==> src/rtl/ebi_dpram_arbiter.sv <==
// ebi_dpram_arbiter: serializes two PPC EBI channels onto one single-port mailbox RAM
// Ports: clk, rst_n (async active-low); per core x in {a,b}: x_re/x_we level strobes,
// x_addr/x_wdata request, x_rdata last read data, x_done one-cycle completion pulse;
// RAM side: registered ram_cs/ram_we/ram_addr/ram_wdata, ram_rdata one cycle after a read;
// grant {b,a} one-hot owner of the current access.
// Build option: ARB_FIXED_PRIO_EN makes core A win every tie instead of round-robin.
module ebi_dpram_arbiter #(
  parameter int AW = 22,
  parameter int DW = 32
) (
  input  logic          clk,
  input  logic          rst_n,
  input  logic          a_re,
  input  logic          a_we,
  input  logic [AW-1:0] a_addr,
  input  logic [DW-1:0] a_wdata,
  output logic [DW-1:0] a_rdata,
  output logic          a_done,
  input  logic          b_re,
  input  logic          b_we,
  input  logic [AW-1:0] b_addr,
  input  logic [DW-1:0] b_wdata,
  output logic [DW-1:0] b_rdata,
  output logic          b_done,
  output logic          ram_cs,
  output logic          ram_we,
  output logic [AW-1:0] ram_addr,
  output logic [DW-1:0] ram_wdata,
  input  logic [DW-1:0] ram_rdata,
  output logic [1:0]    grant
);
  typedef enum logic [1:0] {IDLE, ACCESS, RESP} state_t;
  state_t state, state_nx;
  logic a_stb_q, a_pend, a_kind, b_stb_q, b_pend, b_kind;
  logic [AW-1:0] a_addr_q, b_addr_q, ram_addr_nx;
  logic [DW-1:0] a_wdata_q, b_wdata_q, ram_wdata_nx, a_rdata_nx, b_rdata_nx;
  logic a_rise, b_rise, a_clr, b_clr, go, win_a, a_prio, ram_we_nx;
  logic [1:0] grant_nx;
  assign a_rise = (a_re | a_we) & ~a_stb_q;
  assign b_rise = (b_re | b_we) & ~b_stb_q;
  assign a_clr  = (state == RESP) & grant[0];
  assign b_clr  = (state == RESP) & grant[1];
  // A request is latched only when the queue slot is free or being freed this cycle
  always_ff @(posedge clk or negedge rst_n) begin
    if (!rst_n) begin
      {a_stb_q, a_pend, a_kind, b_stb_q, b_pend, b_kind} <= '0;
      a_addr_q  <= '0;
      b_addr_q  <= '0;
      a_wdata_q <= '0;
      b_wdata_q <= '0;
    end else begin
      a_stb_q <= a_re | a_we;
      b_stb_q <= b_re | b_we;
      a_pend  <= a_rise | (a_pend & ~a_clr);
      b_pend  <= b_rise | (b_pend & ~b_clr);
      if (a_rise & (~a_pend | a_clr)) begin
        a_kind    <= a_we;
        a_addr_q  <= a_addr;
        a_wdata_q <= a_wdata;
      end
      if (b_rise & (~b_pend | b_clr)) begin
        b_kind    <= b_we;
        b_addr_q  <= b_addr;
        b_wdata_q <= b_wdata;
      end
    end
  end
`ifdef ARB_FIXED_PRIO_EN
  assign a_prio = 1'b1;
`else
  // Remembers the winner of the last contested arbitration; uncontested grants
  // (including the back-to-back hand-over from RESP) do not move it.
  logic last_b, tie;
  assign tie    = (state == IDLE) & a_pend & b_pend;
  assign a_prio = last_b;
  always_ff @(posedge clk or negedge rst_n) begin
    if (!rst_n) last_b <= 1'b1;
    else if (go & tie) last_b <= ~win_a;
  end
`endif
  always_ff @(posedge clk or negedge rst_n) begin
    if (!rst_n) state <= IDLE;
    else state <= state_nx;
  end
  // From RESP only the other core may be granted directly; the owner's fresh
  // request goes back through IDLE.
  always_comb begin
    state_nx = state == IDLE   ? ((a_pend | b_pend) ? ACCESS : IDLE) :
               state == ACCESS ? RESP :
               ((grant[0] ? b_pend : a_pend) ? ACCESS : IDLE);
    go       = state_nx == ACCESS;
    win_a    = state == IDLE ? a_pend & (~b_pend | a_prio) : grant[1];
  end
  always_comb begin
    ram_we_nx    = go & (win_a ? a_kind : b_kind);
    ram_addr_nx  = go ? (win_a ? a_addr_q : b_addr_q) : ram_addr;
    ram_wdata_nx = go ? (win_a ? a_wdata_q : b_wdata_q) : ram_wdata;
    grant_nx     = go ? {~win_a, win_a} : (state == RESP ? 2'b00 : grant);
    a_rdata_nx   = (a_clr & ~a_kind) ? ram_rdata : a_rdata;
    b_rdata_nx   = (b_clr & ~b_kind) ? ram_rdata : b_rdata;
  end
  always_ff @(posedge clk or negedge rst_n) begin
    if (!rst_n) begin
      {ram_cs, ram_we, a_done, b_done} <= '0;
      ram_addr  <= '0;
      ram_wdata <= '0;
      grant     <= '0;
      a_rdata   <= '0;
      b_rdata   <= '0;
    end else begin
      ram_cs    <= go;
      ram_we    <= ram_we_nx;
      ram_addr  <= ram_addr_nx;
      ram_wdata <= ram_wdata_nx;
      grant     <= grant_nx;
      a_done    <= a_clr;
      b_done    <= b_clr;
      a_rdata   <= a_rdata_nx;
      b_rdata   <= b_rdata_nx;
    end
  end
endmodule
==> config.mk <==
export PLATFORM = sky130hd
export DESIGN_NAME = ebi_dpram_arbiter
export DESIGN_NICKNAME = d
export VERILOG_FILES = /design/src/rtl/ebi_dpram_arbiter.sv
export SDC_FILE = /design/constraint.sdc
export NUM_CORES = 1
export LEC_CHECK = 0
export CAP_MARGIN = 20
export CORE_MARGIN = 1.5
export CORE_UTILIZATION = 40
export DETAILED_ROUTE_END_ITERATION = 6
export MAX_ROUTING_LAYER = met4
export PLACE_DENSITY = 0.68
export RECOVER_POWER = 100
export REMOVE_ABC_BUFFERS = 1
export SLEW_MARGIN = 20
export SYNTH_ARGS = -nofsm -noshare
export SYNTH_HDL_FRONTEND = slang
export SYNTH_SLANG_ARGS = --single-unit
==> constraint.sdc <==
create_clock -name clk -period 2.6 [get_ports clk]
set_clock_uncertainty 0.2 [all_clocks]
set_input_delay 0.26 -clock clk [delete_from_list [all_inputs] [get_ports clk]]
set_output_delay 0.26 -clock clk [all_outputs]
set_load 0.005 [all_outputs]
==> results.py <==
metrics = {
    "timing": {
        "setup_violations": 0,
        "max_freq_ghz": 0.4359,
        "maxSlewHeadroom": 0.2373,
        "tightest_slew_ps": 1144,
        "slew_violations": 0,
        "grt_setup_unrepaired": "false",
        "min_period_ps": 2294,
        "hold_violations": 0,
        "fin_crit_sh": 0.8824,
    },
    "cts": {
        "cts_buffers": 27,
        "cts_tree": "done",
        "clock_path_buffers": 3,
        "clk_pin_slew_ps": 60,
        "h-tree-depth": 1,
        "cts_resized": 0,
        "postCtsHoldBufs": 1,
        "worstSkewPairLatency_ps": 520,
        "clock-sinks": 241,
        "root_buffer": "clkbuf_16",
        "post_cts_buffers": 0,
    },
    "final_layout": {
        "area_delta_synth_final_pct": 38.15,
        "final-seq-area_um2": 6036,
        "fin_cells": 1394,
        "nets": 1193,
        "multi_input_area_um2": 3874,
        "drive_above_1_share": 0.2192,
        "postLayoutCellArea_um2": 14130,
        "n_fill_cell": 2144,
    },
    "floorplan": {
        "top_level_ports": 270,
        "core_area_um2": 25110,
        "die_h_um": 162.9,
        "num_rows": 58,
        "dieArea_um2": 26530,
        "die_w_um": 162.9,
        "start_util": 0.4073,
    },
    "critical_path": {
        "worstSetupPathType": "reg -> out",
        "reg2reg_depth": 5,
        "cp_num_buf_inv": 2,
        "path_cells": "buf_12, clkdlybuf4s50_1",
        "crit_path_end_kind": "primary output",
        "path_delay_family": "buffers and inverters",
        "slowest_delay_ps": 570,
        "reg2reg_to": "b_addr_q[11]",
        "cp_slowest_cell": "clkdlybuf4s50_1",
        "cp-start-kind": "flip-flop",
        "worstSetupPathDepth": 2,
        "r2r_slack_ps": 330,
        "cp.arrival_ps": 1830,
        "rr_startpoint": "state[0]",
        "cp.required_ps": 2140,
        "worstSetupStartpoint": "grant[1]",
        "critPathMaxFanout": 34,
    },
    "detailed_routing": {
        "routed_via_density": 5.279,
        "drt.antenna.violating_nets": 0,
        "num_vias": 7359,
        "totalWireLength_um": 26840,
        "drt_pre_antenna_iters": 4,
        "drtIter0Drc": 352,
        "drc": 0,
        "drt-wirelength-per-cell_um": 19.25,
    },
    "logic_synthesis": {
        "syn_area_per_cell_um2": 13.13,
        "syn_inst": 779,
        "synth_warnings": 0,
        "synth-seq-area-share": 0.5899,
        "yosys.area.top_type_share": 0.5873,
        "yosysUniqueCellTypes": 27,
        "yosysMostFrequentCell": "dfrtp_1",
        "yosysTopAreaCell": "dfrtp_1",
        "synthArstFlopShare": 1.000,
        "syn_area_um2": 10230,
        "ys_ff_latch": 241,
        "synthTopCellsByArea": "dfrtp_1, mux2_2, mux2i_1",
        "ys.flop_type": "dfrtp_1",
        "synth_top_cells_by_count": "dfrtp_1, mux2_2, nor2_1",
        "synth_edf_count": 0,
    },
    "min_path": {
        "hold_path.class": "in -> reg",
        "min-delay-start": "b_re",
        "worstHoldEndpoint": "b_stb_q",
        "holdPathStages": 3,
    },
    "power_and_ir_drop": {
        "powerDensity_nw_per_um2": 1282,
        "p_leak_nw": 5.989,
        "p_switching_mw": 6.068,
        "ir_drop_uv": 804.4,
        "clkPwrFrac": 0.202,
        "power_mw": 18.11,
        "p_comb_frac": 0.414,
        "p_int_mw": 12.04,
        "switching_share": 0.3351,
        "seq_power_share": 0.383,
    },
    "grt": {
        "grt_max_degree": 80,
        "grt_usage": 0.2111,
        "grt_overflow": 0,
        "antenna_found_initial": 1,
        "grt_pass1_vias": 7659,
        "grt_pass1_wl_um": 42300,
    },
    "place": {
        "port_buffers": 269,
        "placed_area_um2": 13360,
        "hpwl_um": 17650,
        "place.gp.congestion": 0.7728,
        "dp.cells": 1347,
    },
    "flow_run": {
        "drv_cap": 0,
    },
    "status": {
        "status": "completed",
    },
}
-- power by group through the flow --
stage | clock, mW | combinational [mW] | sequential, mW
2_1_floorplan | 0 | 4.25 | 7.00
3_3_place_gp | 0 | 7.86 | 6.97
3_5_place_dp | 0 | 8.00 | 7.06
4_1_cts | 3.77 | 8.07 | 7.02
5_1_grt | 3.91 | 8.31 | 7.23
6_report | 3.66 | 7.51 | 6.94
-- cells in the final DEF, fill, tap and decap left out, types with 6 or more instances in the layout --
cell               n
inv_1              7
mux2_1             8
dfrtp_1          239
nor2_1           113
buf_4              6
dlygate4sd3_1    126
a21oi_1           56
mux2_2           166
clkdlybuf4s50_1  143
a221oi_1          54
clkbuf_1          10
buf_12             6
mux2i_1           54
clkbuf_16         27
-- state kept, by name, summed over array words and instances, names as in the netlist, 2 cells and up --
name and count:
a_addr_q 22, a_rdata 32, a_wdata_q 32, b_addr_q 22, b_rdata 32, b_wdata_q 32
grant 2, ram_addr 22, ram_wdata 32, state 2
-- cell type report --
cell class / instances / area share
Multi-Input combinational cell: 477 / 0.2742
Clock buffer: 39 / 0.05385
Tap cell: 330 / 0.02923
Timing Repair Buffer: 292 / 0.2074
Sequential cell: 241 / 0.4272
Antenna cell: 1 / 0.0001771
Inverter: 8 / 0.002214
Clock inverter: 6 / 0.005668
-- per-stage QoR --
| step | setup WS (ps) | TNS (ps) | utilization | hold slack, ps |
|---|---|---|---|---|
| floorplan | -2347 | -325830 | - | -235.6 |
| global placement | 424.4 | 0 | 0.5319 | 97.13 |
| detailed placement | 375.0 | 0 | 0.5319 | 97.49 |
| CTS | 269.6 | 0 | 0.5658 | 119.4 |
| global route | 209.0 | 0 | 0.5626 | 135.1 |
| finish | 305.6 | 0 | 0.5626 | 138.9 |
-- cells by family (layout without fill, tap and decap cells) --
group | count (synthesis) | count (layout) | synth area share
AND/OR/NAND/NOR | 127 | 127 | 0.04919
flip-flops | 241 | 241 | 0.5899
other | 0 | 1 | 0
multiplexers | 228 | 228 | 0.2445
XOR/XNOR | 1 | 1 | 0.0008566
AO/OA/AOI/OAI | 121 | 121 | 0.08332
buffers and inverters | 61 | 345 | 0.03230
-- how the worst max path moves through the flow --
stage / to / slack (ps)
floorplan: ram_addr[0] / -2350
global placement: a_wdata_q[24] / 420
detailed placement: a_wdata_q[1] / 370
CTS: grant[1] / 270
global route: b_addr_q[11] / 210
finish: grant[1] / 310
-- layer usage --
metal  global-route usage  part of all wire  up-vias
li1                     -                 -     3355
met4              0.04796             0.021        0
met3              0.07283             0.099       37
met5                    -                 0        -
met1               0.2696              0.43     3693
met2               0.3236              0.45      274
-- tightest hold or removal path, stage by stage --
cell and delay (ps):
clkdlybuf4s50_1 450, nor2_1 70, inv_1 50
No activity file was read; power rests on OpenSTA's default activity.
